[src/rtl/pc_gen.sv]
// pc_gen: program-counter generator for the single-cycle CPU.
// Holds the architectural PC and selects the next PC for sequential, branch,
// jump, jump-register, trap and exception-return flows. It includes a circular
// return-address stack (RAS) and an exception PC (EPC) register.
//
// Ports:
//   clk        clock; all state updates on the rising edge
//   reset      synchronous, active-high reset
//   pc_en      PC write enable (0 = stall)
//   branch     taken conditional branch
//   jump       absolute jump (j/jal)
//   jr         register-indirect jump
//   call       link qualifier for jump/jr (pushes return address)
//   ret        return qualifier for jr (pops RAS)
//   trap       exception request
//   eret       exception return
//   imm32      sign-extended branch byte offset
//   imm26      jump index
//   jr_target  register operand for jr
//   PC         current PC
//   NPC        combinational next PC
//   epc        saved exception PC
//   ras_count  valid RAS entries
//   misalign   last accepted jr target was misaligned (registered)
module pc_gen #(
   parameter int unsigned       WIDTH     = 32,
   parameter logic [WIDTH-1:0]  RESET_VEC = '0,
   parameter logic [31:0]       TRAP_VEC  = 32'h0000_0180,
   parameter int unsigned       RAS_DEPTH = 4
) (
   input  logic                         clk,
   input  logic                         reset,
   input  logic                         pc_en,
   input  logic                         branch,
   input  logic                         jump,
   input  logic                         jr,
   input  logic                         call,
   input  logic                         ret,
   input  logic                         trap,
   input  logic                         eret,
   input  logic [WIDTH-1:0]             imm32,
   input  logic [25:0]                  imm26,
   input  logic [WIDTH-1:0]             jr_target,
   output logic [WIDTH-1:0]             PC,
   output logic [WIDTH-1:0]             NPC,
   output logic [WIDTH-1:0]             epc,
   output logic [$clog2(RAS_DEPTH):0]   ras_count,
   output logic                         misalign
);

   localparam int unsigned PW = $clog2(RAS_DEPTH);
   localparam int unsigned CW = PW + 1;
   localparam logic [WIDTH-1:0] TrapVec = WIDTH'(TRAP_VEC);

   logic [WIDTH-1:0] pc_q, pc_d;
   logic [WIDTH-1:0] epc_q, epc_d;
   logic             mis_q, mis_d;
   logic [CW-1:0]    cnt_q, cnt_d;
   logic [PW-1:0]    top_q, top_d;
   logic [WIDTH-1:0] ras_q [RAS_DEPTH];

   logic [WIDTH-1:0] seq;
   logic             jr_misaligned;
   logic             ras_nonempty;
   logic             sel_itrap;
   logic             take_trap;
   logic             ras_act;
   logic             do_ret;
   logic             do_push;
   logic             do_repl;
   logic             do_pop;
   logic             ras_we;
   logic [PW-1:0]    ras_widx;

   assign seq           = pc_q + WIDTH'(4);
   assign jr_misaligned = (jr_target[1:0] != 2'b00);
   assign ras_nonempty  = (cnt_q != '0);

   // A misaligned jr only traps when nothing of higher priority claims the cycle.
   assign sel_itrap = !trap && !eret && !branch && jr && jr_misaligned;
   assign take_trap = trap || sel_itrap;

   // Next-PC selection, highest priority first.
   always_comb begin
      NPC = seq;
      if (trap) begin
         NPC = TrapVec;
      end else if (eret) begin
         NPC = epc_q;
      end else if (branch) begin
         NPC = seq + imm32;
      end else if (sel_itrap) begin
         NPC = TrapVec;
      end else if (jr && ret && ras_nonempty) begin
         NPC = ras_q[top_q];
      end else if (jr) begin
         NPC = jr_target;
      end else if (jump) begin
         NPC = {pc_q[WIDTH-1:28], imm26, 2'b00};
      end
   end

   // RAS acts only on accepted cycles whose selection is jump or a clean jr.
   assign ras_act = pc_en && !trap && !eret && !branch && !sel_itrap && (jr || jump);
   assign do_ret  = ras_act && jr && ret;
   // call+ret on an empty stack degrades to a plain push.
   assign do_push = ras_act && call && !(do_ret && ras_nonempty);
   assign do_repl = ras_act && call && do_ret && ras_nonempty;
   assign do_pop  = do_ret && !call && ras_nonempty;

   assign ras_we   = (do_push || do_repl) && !reset;
   assign ras_widx = do_push ? top_q + PW'(1) : top_q;

   always_comb begin
      pc_d  = pc_q;
      epc_d = epc_q;
      mis_d = mis_q;
      cnt_d = cnt_q;
      top_d = top_q;

      if (take_trap) begin
         pc_d  = TrapVec;
         epc_d = pc_q;
      end else if (pc_en) begin
         pc_d = NPC;
      end

      if (sel_itrap) begin
         mis_d = 1'b1;
      end else if (pc_en || trap) begin
         mis_d = 1'b0;
      end

      if (do_push) begin
         top_d = top_q + PW'(1);
         // Full stack: the push overwrites the oldest entry, count saturates.
         if (cnt_q != CW'(RAS_DEPTH)) begin
            cnt_d = cnt_q + CW'(1);
         end
      end else if (do_pop) begin
         top_d = top_q - PW'(1);
         cnt_d = cnt_q - CW'(1);
      end
   end

   always_ff @(posedge clk) begin
      if (reset) begin
         pc_q  <= RESET_VEC;
         epc_q <= '0;
         mis_q <= 1'b0;
         cnt_q <= '0;
         top_q <= '0;
      end else begin
         pc_q  <= pc_d;
         epc_q <= epc_d;
         mis_q <= mis_d;
         cnt_q <= cnt_d;
         top_q <= top_d;
      end
   end

   // Stack storage is not reset; entries are unobservable until pushed.
   always_ff @(posedge clk) begin
      if (ras_we) begin
         ras_q[ras_widx] <= seq;
      end
   end

   assign PC        = pc_q;
   assign epc       = epc_q;
   assign ras_count = cnt_q;
   assign misalign  = mis_q;

endmodule

[config.mk]
export PLATFORM = sky130hd
export DESIGN_NAME = pc_gen
export DESIGN_NICKNAME = d
export VERILOG_FILES = /design/src/rtl/pc_gen.sv
export SDC_FILE = /design/constraint.sdc
export NUM_CORES = 1
export LEC_CHECK = 0
export BUFFER_PORTS_ARGS = -buffer_cell sky130_fd_sc_hd__buf_2
export CAP_MARGIN = 20
export CELL_PAD_IN_SITES_DETAIL_PLACEMENT = 1
export CELL_PAD_IN_SITES_GLOBAL_PLACEMENT = 1
export CORE_AREA = 8 8 171 173
export DETAILED_ROUTE_END_ITERATION = 8
export DIE_AREA = 0 0 179 181
export MAX_ROUTING_LAYER = met4
export PLACE_DENSITY_LB_ADDON = 0.1
export SETUP_SLACK_MARGIN = 0.1
export SLEW_MARGIN = 10
export SYNTH_ARGS = -nofsm -noshare
export SYNTH_HDL_FRONTEND = slang
export SYNTH_SLANG_ARGS = --single-unit
[constraint.sdc]
create_clock -name clk -period 6.39 [get_ports clk]
set_input_delay 1.917 -clock clk [delete_from_list [all_inputs] [get_ports clk]]
set_output_delay 1.917 -clock clk [all_outputs]
set_load 0.01 [all_outputs]
**Yosys cells after proc, flatten, opt, wreduce, memory -nomap -nowiden**

Memories as Yosys holds them, arrays and structs flattened. A register that Yosys moved wholly into a read port is not among the register bits.
Cells that the tools add are included.
Widths: inputs -> output; s select.

- $lt $le $gt $ge: 0
- Equality and inequality tests: 2
- Bitwise logic cells: 0
- Muxes and demuxes: 21
- $mul: 0
- Divide/modulo/power cells: 0
- Add/sub/neg operators: 6
- Reduce and logical (&&, ||, !) cells: 39
- Shift-type cells: 0

Operator list:

| operator | count |
|---|---|
| $mux 32 | 7 |
| $add 32x3->32 const B | 1 |
| $add 32x32->32 | 1 |
| $logic_and 1x1->1 | 21 |
| $mux 9 | 2 |
| $mux 2 | 5 |
| $mux 3 | 3 |
| $reduce_bool 2->1 | 4 |
| $logic_not 1->1 | 7 |
| $logic_or 1x1->1 | 4 |
| $mux 1 | 4 |
| $add 3x1->3 const B | 1 |
| $ne 3x3->1 const B | 1 |
| $reduce_bool 3->1 | 1 |
| $sub 3x1->3 const B | 1 |
| $add 2x1->2 const B | 1 |
| $ne 2x1->1 const B | 1 |
| $reduce_and 2->1 | 1 |
| $reduce_or 2->1 | 1 |
| $sub 2x1->2 const B | 1 |

- Bits in registers: 70
- Bits of input ports: 100
- Latch bits: 0
- Memories kept: 1
- Memory bits (read-only): 0
- Bits in writable memories: 128
- Word-level logic and storage cells: 75

Memories:

| memory | words | bits a word | rd ports | clocked after Yosys merged registers in | write ports | line | text |
|---|---|---|---|---|---|---|---|
| ras_q | 4 | 32 | 1 | 1 | 1 | 60 | `logic [WIDTH-1:0] ras_q [RAS_DEPTH];` |

**Longest topological paths before layout**

Gate-level depths: netlist of the first run.

- Depth in word-level cells: 17
- Depth in mapped cells: 18

**Worst setup path after synthesis of the first run**

No wires, ideal clock.

- Path kind: input to output
- Start point: in imm32[0]
- End point: out NPC[30]
- Path slack: 0.082 ns
- Arrival: 4.391 ns
- Data required time: 4.473 ns
- Stages on the path: 11
- Buffers on the path: 0
- Cell sequence: ha_1 fa_1 a21o_1 a221o_1 o2bb2ai_2 a21oi_2 o31ai_1 o41ai_2 xnor2_1 a21oi_1 nor3b_1

- Cells in the longest elaborated chain, start to end: 4

Ends and longest elaborated chain:

| element | line | text |
|---|---|---|
| start, declared | 41 | `input logic [WIDTH-1:0] imm32,` |
| $add 32x32->32 | 91 | `NPC = seq + imm32;` |
| $mux 32 | 90 | `end else if (branch) begin` |
| $mux 32 | 88 | `end else if (eret) begin` |
| $mux 32 | 86 | `if (trap) begin` |
| end, declared | 45 | `output logic [WIDTH-1:0] NPC,` |

No other way between the ends.

**Worst setup path in the final report of the first run**

- Start point: in imm32[4]
- End point: out NPC[23]

The elaborated chain is that of the path after synthesis.

==> results of run 1 <==
power groups by stage:
| stage | registers [mW] | clock network [mW] | logic [mW] |
|---|---|---|---|
| 6_report | 1.39 | 1.16 | 0.531 |
| 5_1_grt | 1.39 | 1.21 | 0.564 |
| 4_1_cts | 1.39 | 1.17 | 0.496 |
| 3_5_place_dp | 1.42 | 0 | 0.473 |
| 3_3_place_gp | 1.42 | 0 | 0.467 |
| 2_1_floorplan | 1.42 | 0 | 0.240 |
cell families (layout without fill, tap and decap cells):
| group | after synthesis | count (layout) |
|---|---|---|
| other | 0 | 2 |
| AND/OR/NAND/NOR | 404 | 404 |
| multiplexers | 57 | 57 |
| AO/OA/AOI/OAI | 286 | 286 |
| flip-flops | 200 | 200 |
| buffers and inverters | 96 | 414 |
| adder cells (fa/ha/maj) | 42 | 42 |
| XOR/XNOR | 60 | 60 |
layout make-up:
type | count | area (µm²) | area share [%]
Timing Repair Buffer | 360 | 2280 | 15.2
Sequential cell | 200 | 5290 | 35.2
Tap cell | 341 | 427 | 2.84
Clock buffer | 18 | 429 | 2.86
Inverter | 22 | 83.8 | 0.558
Clock inverter | 14 | 178 | 1.18
Multi-Input combinational cell | 849 | 6320 | 42.1
Antenna cell | 2 | 5.00 | 0.0333
how the worst max path moves through the flow:
stage | startpoint | end | slack, ns
final | imm32[4] | NPC[23] | -0.17
after CTS | imm32[0] | NPC[28] | -0.11
after global routing | imm32[1] | NPC[23] | -0.24
after detailed placement | imm32[0] | NPC[30] | -0.30
after floorplan | imm32[0] | NPC[30] | 0.17
after global placement | imm32[0] | NPC[30] | -0.30
sequential cells by signal, summed over array words and instances (netlist names), named ones only:
register   cells
PC            32
epc           32
misalign       1
ras_count      3
ras_q        128
top_q          2
metal layers:
layer	vias to the layer above	track usage, %	share of wire, %
li1	4861	-	-
met1	5339	40.0	44
met2	441	42.7	46
met3	55	5.42	7.7
met4	0	7.71	1.9
met5	-	-	0
timing repair:
action	4_1_cts	5_1_grt
pin swaps	27	38
endpoints found under the setup margin	18	19
gates resized for setup	39	61
buffers inserted	12	16
metrics by stage:
| step | cell area, µm² | power, mW | hold slack (ns) | util, % | setup TNS, ns |
|---|---|---|---|---|---|
| detailed placement | 13600 | 1.89 | 0.457 | 51.5 | -2.56 |
| global route | 15000 | 3.17 | 0.492 | 56.7 | -2.10 |
| floorplan | 11400 | 1.66 | 0.483 | - | 0 |
| CTS | 14600 | 3.06 | 0.471 | 54.9 | -0.456 |
| global placement | 13600 | 1.89 | 0.448 | 51.5 | -2.31 |
| finish | 15000 | 3.08 | 0.469 | 56.7 | -0.667 |
synthesized netlist by cell type, drive strengths merged, types with 27 or more instances:
cell type  instances
xnor2             38
nand3             27
ha                40
dfxtp             72
nor2              86
a21oi             96
nor3              28
nand2            182
o21ai             56
edfxtp           128
mux4              32
clkbuf            55
worst min-delay path: cells and delay by family (launching register included):
kind / cells / cell delay (ns)
AO/OA/AOI/OAI: 1 / 0.05
AND/OR/NAND/NOR: 1 / 0.06
flip-flops: 1 / 0.33
==> impl_results.md, run 1 <==
- Fin crit period: 6.56 ns
- Cell total after placement: 1745
- Mean Syn Cell Area: 9.99 µm²
- Worst slew pin tran: 1.01 ns
- Distinct cell type count of the synthesized netlist: 75
- Clock tree root driver cell: sky130_fd_sc_hd__clkbuf_16
- Final cycle utilization of the critical path: 103%
- Status: finished with violations
- Remaining global-route overflow: 0
- Source-to-sink clock delay at the later pin of the worst-skew pair: 0.45 ns
- Total of fill cells in the finished design: 2979
- Die boundary height: 181 µm
- Worst-case reg-to-reg path depth: 27
- Final setup vio count: 11
- Initial drt markers: just under 800
- Worst reg2reg endpoint: PC[24]
- Max FO, Critical Path: 4
- Sequential fraction of design power: 45.2%
- Area growth syn-to-layout: 31.3%
- Setup repair after global routing missed its margin: true
- Most common cell after layout, fill and taps aside: sky130_fd_sc_hd__buf_2
- Post-synthesis net count: 1287
- Fraction of power consumed by combinational cells: 17.2%
- Clock transition time at the flip-flop clock pins of the worst setup and hold paths: about 0.090 ns
- Type of origin of the critical path: input pin
- # nets final: 1592
- Share of the synthesized area in the top cell type: 33.6%
- R2R Setup Slk: 1.30 ns
- TritonRoute pass-1 iters: 5
- Internal power: around 2.1 mW
- Worst vdd rail ir drop: 154 µV
- Critical path start-end classification: in -> out
- Count of flip-flops with a built-in enable after synthesis: 128
- Post-route worst setup slack: -0.166 ns
- Number of clock sinks: 200
- Hold Path Depth: 2
- Relative max-transition margin: 32.7%
- Net Sw Power: about 0.95 mW
- Starting density of the core: between 40% and 50%
- Leakage power of the design: between 6 and 7 nW
- Number of global-route vias before repair: 11300
- Via density per instance: 5.92
- Synth Area in Compound Gates: around 16%
- Min-Delay Path Class: reg -> reg
- Crit. End Element: output port
- Final instance count without filler cells: 1806
- Switching part of the total: 30.9%
- TritonCTS clock tree: done
- Worst hold start: epc[10]
- Area of the die: 0.0324 mm²
- Die Width: 179 µm
- Number of hold-repair buffers added at the cts stage: 0
- Final WL: between 40000 and 50000 µm
- Total CTS buffers: 17
- Clock network power share: between 30% and 40%
- P per Cell Area: 205 mW/mm²
- Arrival @ worst endpoint: 4.64 ns
- Delay contributed by the slowest stage of the critical path: 0.49 ns
- Maximum clock path buffer count: 2
- Adder-cell share of the synthesized area: 4.73%
- Final weighted congestion in routability-driven placement: 0.928
- Initial antenna violation count: 2
- Hold path endpoint: epc[10]
- Worst Setup Slack post-DPL: -0.302 ns
- # Max-Cap Violations: 0
- Combinational family with the most area after synthesis: compound AO/OA/AOI/OAI gates
- Share of post-route cells with drive strength above 1: 35.5%
- Largest net degree at the start of global routing: 40
- Startpoint of the lowest-slack register-to-register path: PC[3]
- Total buffers and inverters traversed by the critical path: 4
- Synth Area in XOR/XNOR: roughly 4.6%
- Library cell contributing the largest single delay on the critical path: sky130_fd_sc_hd__a2111oi_4
- Wire length of the first global-routing pass: 68700 µm
- Cell type with the highest aggregate area in the netlist: sky130_fd_sc_hd__edfxtp_1
- Detailed-route DRC error count: 0
- Share of synthesized cell area in and, or, nand and nor gates: 16.2%
- Area contributors post-synth: sky130_fd_sc_hd__edfxtp_1 34%, sky130_fd_sc_hd__dfxtp_1 13%, sky130_fd_sc_hd__mux4_2 6.3%
- Post-synth top flop: sky130_fd_sc_hd__edfxtp_1
- H-tree depth: 4
- Total count of hold-check failures in the final report: 0
- FMAX: 0.153 GHz
- Final antenna-violating net count: 0
- #FFs+latches synth: 200
- Netlist area before placement: around 0.011 mm²
- Series of cell instances along the critical path: buf_2 > ha_4 > buf_4 > and4_1 > o2111ai_1 > buf_4 > a2111oi_4 > nor2_1 > xnor2_1 > nand2_1 > a211oi_1 > buf_2
- Commonest cells after routing, fill and taps aside: 195 x sky130_fd_sc_hd__buf_2, 180 x sky130_fd_sc_hd__nand2_1, 156 x sky130_fd_sc_hd__buf_4, 128 x sky130_fd_sc_hd__edfxtp_1, 86 x sky130_fd_sc_hd__a21oi_1
- Number of warnings issued by yosys: 0
- Area of the core region: 0.0265 mm²
- Slew Limit Fails: 0
- Via count: roughly 11000
- Row cnt: 60
- Share of synthesized area spent on multiplexers: 8.52%
- GRT Overall Usage: between 20% and 30%
- Worst Path Required: 4.47 ns
- Syn Inst Count: 1145
- Crit. path cell count: 12
- Proportion of synthesized flip-flops having asynchronous set or reset: 0%
- PortBufs: 199
- Worst-case clock skew: ~0.018 ns
- Post-DP HPWL: 33900 µm
- Boundary Pins: 200
- Violations in the final reports: setup timing
- Largest delay contributor family on the critical path: compound AO/OA/AOI/OAI gates
- Average detailed-routed wire length per instance: 25.7 µm
- Sequential-to-total area share from yosys stat: 46.2%
No activity file was read; power rests on OpenSTA's default activity.
==> run 2: changes to the inputs <==
Settings changed: ABC_AREA set to 1, CORE_AREA 8 8 171 173 to 8 8 183 185, DIE_AREA 0 0 179 181 to 0 0 191 193.
==> run 2 against run 1 <==
  * The flow now finishes without violations
  * First-iteration DRC count rose by 18%
  * Setup slack improved by 0.38 ns
  * Maximum frequency is 6.1% higher
  * Flip-flop and latch count did not move
  * Global-route usage is 1.7 points higher
  * Sequential share of layout area increased by 1.1 points
  * Non-clock buffer count decreased by 126
  * Register-to-register slack better by 1.3 ns
  * Die area is 14% higher
  * Clock skew up 0.0043 ns
  * Cell count grew 28%
  * Power is 0.81% higher
  * Largest cell class unchanged
==> impl_results.md, run 2 <==
- Worst vdd rail ir drop: 187 µV (was 154 µV)
- Max FO, Critical Path: 8 (was 4)
- Sequential-to-total area share from yosys stat: 42.7% (was 46.2%)
- Final WL: 55200 µm (was 46300 µm)
- Via density per instance: 5.54 (was 5.92)
- Mean Syn Cell Area: 7.20 µm² (was 9.99 µm²)
- TritonCTS clock tree: done (unchanged)
- Average detailed-routed wire length per instance: 23.9 µm (was 25.7 µm)
- Final setup vio count: 0 (was 11)
- Die Width: 191 µm (was 179 µm)
- Share of post-route cells with drive strength above 1: 17.5% (was 35.5%)
- Starting density of the core: 40.2% (was 43.1%)
- Arrival @ worst endpoint: 4.26 ns (was 4.64 ns)
- Met3 Usage GRT: 3.47% (was 5.42%)
- Final antenna-violating net count: 0 (unchanged)
- Distinct cell type count of the synthesized netlist: 44 (was 75)
- Maximum clock path buffer count: 2 (unchanged)
- Post-DP Area: 0.0139 mm² (was 0.0136 mm²)
- Worst hold start: epc[9] (was epc[10])
- Worst reg2reg endpoint: PC[13] (was PC[24])
- Worst slew pin tran: 1.03 ns (was 1.01 ns)
- Hold Path Depth: 2 (unchanged)
- Worst Path Required: 4.47 ns (about the same)
- PortBufs: 199 (unchanged)
- Global-route layer with the greatest usage: met2 (unchanged)
- Number of warnings issued by yosys: 0 (unchanged)
- Clock tree root driver cell: sky130_fd_sc_hd__clkbuf_16 (unchanged)
- Worst Setup Slack post-DPL: 0.252 ns (was -0.302 ns)
- Startpoint of the lowest-slack register-to-register path: PC[2] (was PC[3])
- Netlist area before placement: 0.0124 mm² (was 0.0114 mm²)
- Via count: 12800 (was 10700)
- Cell type with the highest aggregate area in the netlist: sky130_fd_sc_hd__edfxtp_1 (unchanged)
- Count of flip-flops with a built-in enable after synthesis: 128 (unchanged)
- Met1 track utilization from global routing: 38.0% (was 40.0%)
- Area of the core region: 0.0308 mm² (was 0.0265 mm²)
- Setup repair after global routing missed its margin: true (unchanged)
- Final weighted congestion in routability-driven placement: 0.958 (was 0.928)
- Post-synthesis net count: 1861 (was 1287)
- Relative max-transition margin: 30.9% (was 32.7%)
- Worst-case reg-to-reg path depth: 17 (was 27)
- Post-DP HPWL: 42200 µm (was 33900 µm)
- Remaining global-route overflow: 0 (unchanged)
- Proportion of synthesized flip-flops having asynchronous set or reset: 0% (unchanged)
- Clock transition time at the flip-flop clock pins of the worst setup and hold paths: 0.08 ns (was 0.09 ns)
- Syn Inst Count: 1719 (was 1145)
- # nets final: 2039 (was 1592)
- Initial antenna violation count: 3 (was 2)
- Hold slack final: 0.471 ns (was 0.469 ns)
- Number of global-route vias before repair: 13200 (was 11300)
- Critical path start-end classification: reg -> out (was in -> out)
- # Max-Cap Violations: 0 (unchanged)
- Min-Delay Path Class: reg -> reg (unchanged)
- #FFs+latches synth: 200 (unchanged)
- Status: finished clean (was finished with violations)
- Type of origin of the critical path: register (was input pin)
- Hold path endpoint: epc[9] (was epc[10])
- Register name with the most flops: ras_q (unchanged)
- Worst-case clock skew: 0.0225 ns (was 0.0182 ns)
- R2R Setup Slk: 2.57 ns (was 1.30 ns)
- Fin crit period: 6.18 ns (was 6.56 ns)
- Leakage power of the design: 6.81 nW (was 6.24 nW)
- Area growth syn-to-layout: 17.6% (was 31.3%)
- Detailed-route DRC error count: 0 (unchanged)
- Crit. End Element: output port (unchanged)
- H-tree depth: 4 (unchanged)
- FMAX: 0.162 GHz (was 0.153 GHz)
- Number of flip-flops under the largest register name: 128 (unchanged)
- Total CTS buffers: 17 (unchanged)
- Area contributors post-synth: sky130_fd_sc_hd__edfxtp_1 31%, sky130_fd_sc_hd__nand2_1 13%, sky130_fd_sc_hd__dfxtp_1 12% (was sky130_fd_sc_hd__edfxtp_1 34%, sky130_fd_sc_hd__dfxtp_1 13%, sky130_fd_sc_hd__mux4_2 6.3%)
- Post-synth top flop: sky130_fd_sc_hd__edfxtp_1 (unchanged)
- Met2 GRT Util: 50.3% (was 42.7%)
- Post-route cell area: 0.0146 mm² (was 0.0150 mm²)
- Final cycle utilization of the critical path: 96.7% (was 103%)
- TritonRoute pass-1 iters: 5 (unchanged)
- Post-Route Setup TNS: 0 ns (was -0.667 ns)
- Source-to-sink clock delay at the later pin of the worst-skew pair: 0.47 ns (was 0.45 ns)
- Row cnt: 65 (was 60)
- Area of the die: 0.0369 mm² (was 0.0324 mm²)
- Boundary Pins: 200 (unchanged)
- Most common cell after layout, fill and taps aside: sky130_fd_sc_hd__nand2_1 (was sky130_fd_sc_hd__buf_2)
- Number of hold-repair buffers added at the cts stage: 0 (unchanged)
- Number of clock sinks: 200 (unchanged)
- Synth cell count leaders: 434 x sky130_fd_sc_hd__nand2_1, 264 x sky130_fd_sc_hd__nor2_1, 177 x sky130_fd_sc_hd__o21ai_0 (was 182 x sky130_fd_sc_hd__nand2_1, 128 x sky130_fd_sc_hd__edfxtp_1, 95 x sky130_fd_sc_hd__a21oi_1)
- Largest net degree at the start of global routing: 61 (was 40)
- Library cell with the highest instance count after synthesis: sky130_fd_sc_hd__nand2_1 (unchanged)
- Commonest cells after routing, fill and taps aside: 434 x sky130_fd_sc_hd__nand2_1, 256 x sky130_fd_sc_hd__nor2_1, 199 x sky130_fd_sc_hd__buf_2, 174 x sky130_fd_sc_hd__o21ai_0, 168 x sky130_fd_sc_hd__inv_1 (was 195 x sky130_fd_sc_hd__buf_2, 180 x sky130_fd_sc_hd__nand2_1, 156 x sky130_fd_sc_hd__buf_4, 128 x sky130_fd_sc_hd__edfxtp_1, 86 x sky130_fd_sc_hd__a21oi_1)
- Post-route worst setup slack: 0.214 ns (was -0.166 ns)
- Die boundary height: 193 µm (was 181 µm)
- P per Cell Area: 213 mW/mm² (was 205 mW/mm²)
- Cts repair resizes: 2 (was 39)
- Total count of hold-check failures in the final report: 0 (unchanged)
- Post-CTS Setup Inserts: 0 (was 12)
- Wire length of the first global-routing pass: 81500 µm (was 68700 µm)
- Slew Limit Fails: 0 (unchanged)
- GRT Overall Usage: 30.5% (was 28.9%)
- Initial drt markers: 911 (was 770)
- Share of the synthesized area in the top cell type: 31.0% (was 33.6%)
run 2: cell types whose count changed after synthesis, moves of 22 or more:
cell / before / now
sky130_fd_sc_hd__nand2_1: 182 / 434
sky130_fd_sc_hd__nor2_1: 85 / 264
sky130_fd_sc_hd__inv_1: 19 / 173
sky130_fd_sc_hd__o21ai_0: 40 / 177
sky130_fd_sc_hd__nand3_1: 27 / 90
sky130_fd_sc_hd__mux4_2: 32 / 0
sky130_fd_sc_hd__xnor2_1: 38 / 13
sky130_fd_sc_hd__a21oi_1: 95 / 117
run 2: worst max-delay path by stage:
stage	from	to	slack, ns	depth (start not counted)
2_1_floorplan	imm32[0]	NPC[28]	1.0	15
3_3_place_gp	imm32[0]	NPC[14]	0.27	14
3_5_place_dp	imm32[0]	NPC[14]	0.25	14
4_1_cts	PC[2]	NPC[31]	0.12	21
5_1_grt	PC[2]	NPC[13]	0.06	18
6_report	PC[2]	NPC[13]	0.21	18
run 2: per-layer routing:
metal / part of all wire (%) / wire length, µm
met4: 3.9 / 2130
met5: 0 / 0
met1: 42 / 23400
met2: 48 / 26700
met3: 5.5 / 3010
run 2: report_power, final:
group | internal (mW) | total, mW | switching [mW]
registers | 1.39 | 1.42 | 0.0289
logic | 0.172 | 0.545 | 0.372
clock network | 0.540 | 1.14 | 0.603
total | 2.10 | 3.11 | 1.00
run 2: critical path: stages (launching register included):
cell                      delay [ns]
sky130_fd_sc_hd__dfxtp_2        0.41
sky130_fd_sc_hd__inv_1          0.22
sky130_fd_sc_hd__nor2_2         0.20
sky130_fd_sc_hd__nand2_1        0.12
sky130_fd_sc_hd__xnor2_1        0.74
sky130_fd_sc_hd__ha_1           0.44
sky130_fd_sc_hd__nand2_1        0.12
sky130_fd_sc_hd__inv_1          0.06
sky130_fd_sc_hd__a21oi_1        0.22
sky130_fd_sc_hd__nor2_1         0.07
sky130_fd_sc_hd__nor2_1         0.10
sky130_fd_sc_hd__nand2_1        0.15
sky130_fd_sc_hd__a21oi_1        0.15
sky130_fd_sc_hd__o21ai_0        0.09
sky130_fd_sc_hd__nand2_1        0.20
sky130_fd_sc_hd__nand2_1        0.17
sky130_fd_sc_hd__nand2_1        0.14
sky130_fd_sc_hd__inv_1          0.05
sky130_fd_sc_hd__buf_2          0.13
run 2: layout make-up:
class | instances | area, µm²
Antenna cell | 2 | 5.00
Clock buffer | 18 | 439
Clock inverter | 14 | 153
Fill cell | 3990 | 16300
Inverter | 183 | 687
Multi-Input combinational cell | 1261 | 6170
Sequential cell | 200 | 5290
Tap cell | 402 | 503
Timing Repair Buffer | 234 | 1300
run 2: logic make-up (layout without fill, tap and decap cells):
| family | count (synthesis) | after routing | synth area share (%) |
|---|---|---|---|
| other | 0 | 2 | 0 |
| AO/OA/AOI/OAI | 345 | 345 | 14.8 |
| flip-flops | 200 | 200 | 42.7 |
| multiplexers | 2 | 2 | 0.162 |
| buffers and inverters | 258 | 449 | 8.12 |
| AND/OR/NAND/NOR | 847 | 847 | 28.1 |
| adder cells (fa/ha/maj) | 42 | 42 | 4.37 |
| XOR/XNOR | 25 | 25 | 1.77 |
run 2: through the flow:
step,instances,utilization [%],total power [mW]
2_1_floorplan,1719,-,1.74
6_report,2314,47.2,3.11
3_5_place_dp,2280,45.0,1.98
4_1_cts,2312,47.0,3.11
3_3_place_gp,2279,44.9,1.97
5_1_grt,2314,47.2,3.21
